[config.mk]
export PLATFORM = sky130hd
export DESIGN_NAME = netlist_cone_pipe
export DESIGN_NICKNAME = d
export VERILOG_FILES = /design/src/rtl/netlist_cone_pipe.sv
export SDC_FILE = /design/constraint.sdc
export NUM_CORES = 1
export LEC_CHECK = 0
export CORE_ASPECT_RATIO = 1.1
export CORE_MARGIN = 5
export CORE_UTILIZATION = 46
export CTS_BUF_LIST = sky130_fd_sc_hd__clkbuf_2 sky130_fd_sc_hd__clkbuf_4 sky130_fd_sc_hd__clkbuf_8
export DETAILED_ROUTE_END_ITERATION = 16
export HOLD_SLACK_MARGIN = 0.06
export PLACE_DENSITY_LB_ADDON = 0.3
export SYNTH_ARGS = -nofsm -noshare
export SYNTH_HDL_FRONTEND = slang
export SYNTH_SLANG_ARGS = --single-unit
[constraint.sdc]
create_clock -name clk -period 1.1 [get_ports clk]
set_input_delay 0.22 -clock clk [delete_from_list [all_inputs] [get_ports clk]]
set_output_delay 0.22 -clock clk [all_outputs]
set_load 0.05 [all_outputs]
[src/rtl/netlist_cone_pipe.sv]
// Two-stage bitwise cone pipeline: S1 registers the majority cone per beat,
// S2 holds either a pass result or an accumulated frame result.
module netlist_cone_pipe #(
  parameter int W     = 4,
  parameter int LANES = 2,
  parameter int CW    = 4
) (
  input  logic                 clk,
  input  logic                 rst_n,
  input  logic                 in_valid,
  output logic                 in_ready,
  input  logic [LANES*W-1:0]   in_a,
  input  logic [LANES*W-1:0]   in_b,
  input  logic [LANES*W-1:0]   in_c,
  input  logic                 in_mode,
  input  logic                 in_last,
  output logic                 out_valid,
  input  logic                 out_ready,
  output logic [LANES*W-1:0]   out_y,
  output logic [CW-1:0]        out_cnt
);

  localparam int N = LANES * W;

  logic [N-1:0]  cone_x;
  logic [N-1:0]  cone_z;
  logic [N-1:0]  cone_f;

  logic          s1_valid;
  logic [N-1:0]  s1_f;
  logic          s1_mode;
  logic          s1_last;

  logic [N-1:0]  acc;
  logic [CW-1:0] cnt;
  logic [CW-1:0] cnt_inc;

  logic          s1_emit;
  logic          s1_adv;
  logic          accept;

  // Purely bitwise: every bit position is its own cone, so lanes cannot interact.
  always_comb begin
    cone_x = ~(in_a & in_b);
    cone_z = in_a ^ in_b;
    cone_f = (cone_x & in_c) | (cone_x & cone_z) | (in_c & cone_z);
  end

  always_comb begin
    s1_emit  = ~s1_mode | s1_last;
    // A non-emitting accumulate beat never needs S2, so it drains even under backpressure.
    s1_adv   = s1_valid & (~out_valid | out_ready | ~s1_emit);
    in_ready = rst_n & (~s1_valid | s1_adv);
    accept   = in_valid & in_ready;
    cnt_inc  = (cnt == '1) ? cnt : cnt + CW'(1);
  end

  always_ff @(posedge clk) begin
    if (!rst_n) begin
      s1_valid  <= 1'b0;
      s1_f      <= '0;
      s1_mode   <= 1'b0;
      s1_last   <= 1'b0;
      out_valid <= 1'b0;
      out_y     <= '0;
      out_cnt   <= '0;
      acc       <= '0;
      cnt       <= '0;
    end else begin
      if (accept) begin
        s1_valid <= 1'b1;
        s1_f     <= cone_f;
        s1_mode  <= in_mode;
        s1_last  <= in_last;
      end else if (s1_adv) begin
        s1_valid <= 1'b0;
      end

      if (s1_adv && !s1_mode) begin
        out_valid <= 1'b1;
        out_y     <= s1_f;
        out_cnt   <= CW'(1);
      end else if (s1_adv && s1_last) begin
        out_valid <= 1'b1;
        out_y     <= acc ^ s1_f;
        out_cnt   <= cnt_inc;
        acc       <= '0;
        cnt       <= '0;
      end else begin
        if (s1_adv) begin
          acc <= acc ^ s1_f;
          cnt <= cnt_inc;
        end
        if (out_ready) begin
          out_valid <= 1'b0;
        end
      end
    end
  end

endmodule

==> metrics.txt, run 1 <==
Core ar.=3960 µm²; CTS tree=yes; FP Rows=24; setup ws final=-0.371 ns; Num CTS Buffers=5; NumNets Final=316; Max Cap Viol=0; Setup WS pre-CTS=-0.525 ns; wire per inst=16.4 µm; Area growth syn-to-layout=62.3%; Ant. Diodes=0; startpoint types=flip-flop; Seq cells post-synth=36; pwr/cell area=1070 nW/µm²; clk buf depth=2; Post-synth top cells=dfxtp_1, nand2_1, nor2b_1, o21ai_0, o21a_1; pin count of the biggest net entering global routing=16; worst hold slack=0.491 ns; most numerous cell in the Yosys netlist=dfxtp_1; CTS Root Cell=clkbuf_8; fmax=680 MHz; failing checks=setup timing; share of cells above drive strength 1=34.2%; syn_area_per_cell=9.12 µm²; initial antenna violation count=0; Post-synth EDFFs=0; vias in the first global route=1,772; Min-Delay Path Class=reg2reg; drt total wl=5410 µm; WP data arrival=1.67 ns; dominant synthesized flop cell=dfxtp_1; Layout Skew=0.00677 ns; first-pass GRT wire length=8120 µm; gpl congestion=0.819; Reg2Reg Setup Slack=-0.37 ns; Residual DRC=0; grt ovf=0; vias per cell=5.62; PortBufs=43; CTS sink cnt=36; Pleak=0.00117 µW; Die W=70.8 µm; Die Area=5440 µm²; Total GRT Usage=18.6%; drt pass-1 iters=4; initial DRC count=95; final hold viol count=0; Initial Util=47.2%; crit path kind=reg2reg; worst IR drop on VDD=0.760 mV; HPWL after DPL=3490 µm; synthesized area=1870 µm²; cells after synthesis=205; Worst slew margin=82.9%; top cell type's share of synthesized area=38.5%; antenna-violating nets left=0; RSZ-0062 raised after global routing=yes; I/O pin cnt=44; status=finished, violations left; CTS H-tree depth=2; via count=1,853; post-synthesis net count=244; Worst Path Max Fanout=12; Cell variety after synth=38; setup violators final=37; Final Cycle Share=134%; yosys warns=0; final slew viol count=0; area leader, netlist=dfxtp_1; Required @ worst endpoint=1.30 ns; Area contributors post-synth=dfxtp_1, ha_1, nor2b_1; register area share after synthesis=38.5%; DIE HEIGHT=76.9 µm; Worst-Skew Late Latency=0.29 ns; Tmin final=1.47 ns; ys async rst share=0%; Slew @ Worst Pin=0.250 ns; endpoint class of the critical path=flip-flop; CTS clock-pin slew for the worst setup and hold paths=0.07 ns
what timing repair did:
| item | 4_1_cts | 5_1_grt |
|---|---|---|
| setup buffers | 4 | 8 |
| gates resized for setup | 24 | 12 |
| cloned | 1 | 0 |
| endpoints found under the setup margin | 37 | 37 |
| pin swaps | 11 | 4 |
| hold buffers | 0 | 0 |
| hold endpoints to repair | 0 | 0 |
critical path, stage by stage, from the launching register on:
cell      delay, ns
dfxtp_4        0.35
and2b_2        0.20
buf_4          0.15
a31oi_2        0.25
buf_6          0.19
o211ai_1       0.12
o21ai_0        0.11
area by class of cell:
type	instances	area, µm²
multi-input cells	153	1200
fillers	273	927
repair buffers	79	911
flip-flops and latches	36	738
clock buffers	6	76.3
well taps	52	65.1
clock inverters	2	35.0
inverters	2	11.3
registers in the layout, summed over array words and instances (netlist names):
| register | flops |
|---|---|
| out_valid | 1 |
| cnt | 4 |
| acc | 8 |
| s1_valid | 1 |
| out_cnt | 4 |
| s1_last | 1 |
| s1_f | 8 |
| s1_mode | 1 |
| out_y | 8 |
metal layers:
metal | share of wire, % | vias to the layer above | GRT usage [%]
met5 | 0 | - | 0
met4 | 2.5 | 0 | 9.21
met3 | 4.7 | 14 | 3.66
met2 | 53 | 59 | 32.7
met1 | 40 | 886 | 21.2
li1 | - | 894 | -
cells in the final DEF (no fill, tap or decap), types with 2 or more instances in the layout:
| cell type | synthesis | routed |
|---|---|---|
| o22ai_1 | 10 | 5 |
| nor4b_2 | 3 | 3 |
| a31o_1 | 4 | 4 |
| buf_6 | 3 | 10 |
| o21ai_1 | 1 | 7 |
| nand2_2 | 1 | 2 |
| o211ai_1 | 8 | 8 |
| dfxtp_1 | 36 | 30 |
| dfxtp_2 | 0 | 2 |
| nand3_2 | 0 | 3 |
| dlygate4sd2_1 | 0 | 2 |
| o21ai_0 | 15 | 9 |
| dfxtp_4 | 0 | 4 |
| clkbuf_8 | 0 | 5 |
| clkdlybuf4s50_1 | 0 | 27 |
| buf_4 | 2 | 22 |
| and3_4 | 0 | 2 |
| nor3_1 | 3 | 3 |
| o21a_1 | 11 | 11 |
| buf_12 | 0 | 17 |
| mux2i_1 | 9 | 8 |
| o22ai_2 | 0 | 5 |
| nor2b_1 | 17 | 17 |
| nor2_1 | 5 | 4 |
| o211a_1 | 3 | 3 |
| nand2b_4 | 1 | 2 |
| nand2_1 | 22 | 21 |
| ha_1 | 9 | 8 |
| a21oi_1 | 8 | 6 |
| a31oi_1 | 4 | 2 |
through the flow:
stage	instance area (µm²)	instances	setup TNS, ns	total power (µW)	utilization, %
after CTS	2910	323	-8.87	3230	73.4
final	3040	330	-9.22	3260	76.6
after global routing	3040	330	-11.58	3370	76.6
after detailed placement	2680	310	-17.24	2020	67.5
after global placement	2680	310	-16.28	2000	67.5
after floorplan	1940	205	-3.39	1710	-
power by group:
part | switching (µW) | internal [µW] | total (µW) | leakage, µW
clock network | 474 | 697 | 1170 | 0.0000586
registers | 62.6 | 1350 | 1420 | 0.000297
logic | 303 | 366 | 669 | 0.000810
total | 839 | 2420 | 3260 | 0.00117
kinds of logic after synthesis:
family / count (synthesis) / share of synthesized area, %
AOI/OAI and AO/OA: 67 / 23.5
buffers and inverters: 16 / 4.95
xor gates and xnor gates: 1 / 0.468
and+or+nand+nor: 67 / 21.7
muxes: 9 / 4.82
DFF: 36 / 38.5
adders and majority gates: 9 / 6.02
final timing paths:
path | from | end | depth (start not counted)
worst max register to register | out_valid | s1_f[1] | 6
worst min-delay path | out_cnt[2] | out_cnt[2] | 2
worst max-delay path | out_valid | s1_f[1] | 6
worst min register to register | out_cnt[2] | out_cnt[2] | 2
No activity file was read; power rests on OpenSTA's default activity.
==> run 2, diff against run 1 <==
--- a/config.mk
+++ b/config.mk
@@ -10,8 +10,9 @@
 export CORE_UTILIZATION = 46
 export CTS_BUF_LIST = sky130_fd_sc_hd__clkbuf_2 sky130_fd_sc_hd__clkbuf_4 sky130_fd_sc_hd__clkbuf_8
 export DETAILED_ROUTE_END_ITERATION = 16
-export HOLD_SLACK_MARGIN = 0.06
+export HOLD_SLACK_MARGIN = 0.02
 export PLACE_DENSITY_LB_ADDON = 0.3
 export SYNTH_ARGS = -nofsm -noshare
 export SYNTH_HDL_FRONTEND = slang
 export SYNTH_SLANG_ARGS = --single-unit
+export TNS_END_PERCENT = 30
==> run 2 against run 1 <==
The flow still finishes with violations (setup timing). Wire length is 0.52% higher. Sequential share of layout area is 0.32 points higher. First-iteration DRC count is 1.1% higher. Clock power hardly changed. Utilization is 1.4 points lower. Worst setup slack better by 0.018 ns. Highest routed layer unchanged.
==> metrics.txt, run 2 (synthesis results as in run 1) <==
status=finished, violations left; failing checks=setup timing; via count=1,859; FF-to-FF End=acc[7]; pwr/cell area=1090 nW/µm²; final hold viol count=0; Ant. Diodes=0; Layout Skew=0.00708 ns; Setup WS pre-CTS=-0.587 ns; CTS Root Cell=clkbuf_8; placed cells=310; Worst-Skew Late Latency=0.30 ns; setup violators final=37; Initial Util=47.2%; Residual DRC=0; PortBufs=43; CTS clock-pin slew for the worst setup and hold paths=0.07 ns; Required @ worst endpoint=0.88 ns; setup ws final=-0.353 ns; drt pass-1 iters=4; startpoint types=flip-flop; fmax=688 MHz; WHS Path Cells=3; CTS tree=yes; share of cells above drive strength 1=32.5%; gpl congestion=0.804; Largest regs=acc x8, out_y x8, s1_f x8; vias in the first global route=1,815; cts hold-fix bufs=0; commonest non-fill, non-tap cell in the layout=buf_4; pin count of the biggest net entering global routing=21; first-pass GRT wire length=8420 µm; crit path kind=reg2out; FP Rows=24; Max Cap Viol=0; HPWL after DPL=3440 µm; Final Cycle Share=132%; R2R depth=6; Worst Setup SP=s1_valid; vias per cell=5.60; reg2reg start=out_valid; clk buf depth=2; Tmin final=1.45 ns; I/O pin cnt=44; endpoint class of the critical path=output pin; WHS Endpoint=s1_mode; commonest cells after routing, fill and taps aside=buf_4, dfxtp_1, clkdlybuf4s50_1; final slew viol count=0; Worst Path Max Fanout=3; initial antenna violation count=0; Die W=70.8 µm; initial DRC count=96; Worst slew margin=82.2%; Slew @ Worst Pin=0.267 ns; Num CTS Buffers=5; Area growth syn-to-layout=59.4%; CTS sink cnt=36; fin cells=332; Pleak=0.00116 µW; Total GRT Usage=19.2%; WP data arrival=1.23 ns; wire per inst=16.4 µm; RSZ-0062 raised after global routing=yes; Finished Core Util=75.2%; NumNets Final=318; Min-Delay Path Class=in2reg; Reg2Reg Setup Slack=-0.28 ns; Layout fillers=290; grt ovf=0; Core ar.=3960 µm²; CTS H-tree depth=2; worst IR drop on VDD=0.648 mV; antenna-violating nets left=0; total power draw=3240 µW; DIE HEIGHT=76.9 µm; HP Start=in_mode; drt total wl=5440 µm; Die Area=5440 µm²
-- run 2: worst max-delay path, cell delays in order, from the launching register on --
cell and delay (ns):
dfxtp_1 0.40, buf_4 0.16, and3_4 0.20, nor2_4 0.04, buf_12 0.14
-- run 2: layout make-up --
| cell class | count | area (µm²) | share of cell area (%) |
|---|---|---|---|
| tap | 52 | 65.1 | 2.18 |
| clock buffer | 5 | 68.8 | 2.31 |
| clock inverter | 3 | 41.3 | 1.38 |
| inverter | 2 | 11.3 | 0.378 |
| multi-input combinational | 153 | 1170 | 39.2 |
| timing repair buffer | 81 | 893 | 30.0 |
| sequential | 36 | 734 | 24.6 |
-- run 2: stage by stage --
step	hold slack [ns]	TNS (ns)	cell area (µm²)
after detailed placement	0.501	-18.50	2620
after CTS	0.488	-6.47	2900
after floorplan	0.344	-4.49	1900
final	0.475	-7.01	2980
after global placement	0.478	-17.84	2620
after global routing	0.506	-9.75	2980
-- run 2: worst max path at each step --
| stage | end | slack [ns] |
|---|---|---|
| 2_1_floorplan | out_y[1] | -0.19 |
| 4_1_cts | in_ready | -0.32 |
| 3_5_place_dp | acc[1] | -0.59 |
| 3_3_place_gp | cnt[1] | -0.54 |
| 6_report | in_ready | -0.35 |
| 5_1_grt | in_ready | -0.41 |
-- run 2: per-layer routing --
layer	vias up	track usage (%)	part of all wire (%)
met1	890	22.3	40
met4	0	9.21	3.3
li1	896	-	-
met3	17	3.01	4.2
met2	56	33.8	52
met5	-	0	0
-- run 2: what timing repair did --
| item | in CTS | in global routing |
|---|---|---|
| resized for setup | 22 | 25 |
| buffers inserted | 10 | 2 |
| endpoints found under the setup margin | 37 | 39 |
| cloned | 0 | 2 |
| pin swaps | 12 | 6 |
-- run 2: report_power, final --
part,switching (µW),leakage [µW],internal [µW]
Sequential,64.3,0.000297,1360
Clock,502,0.0000585,672
Combinational,294,0.000802,353
==> run 3, diff against run 2 <==
--- a/config.mk
+++ b/config.mk
@@ -10,6 +10,7 @@
 export CORE_UTILIZATION = 46
 export CTS_BUF_LIST = sky130_fd_sc_hd__clkbuf_2 sky130_fd_sc_hd__clkbuf_4 sky130_fd_sc_hd__clkbuf_8
 export DETAILED_ROUTE_END_ITERATION = 16
+export GPL_ROUTABILITY_DRIVEN = 1
 export HOLD_SLACK_MARGIN = 0.02
 export PLACE_DENSITY_LB_ADDON = 0.3
 export SYNTH_ARGS = -nofsm -noshare
==> results of run 3 <==
No change in the layout: final DEF, timing and power equal those of run 2.
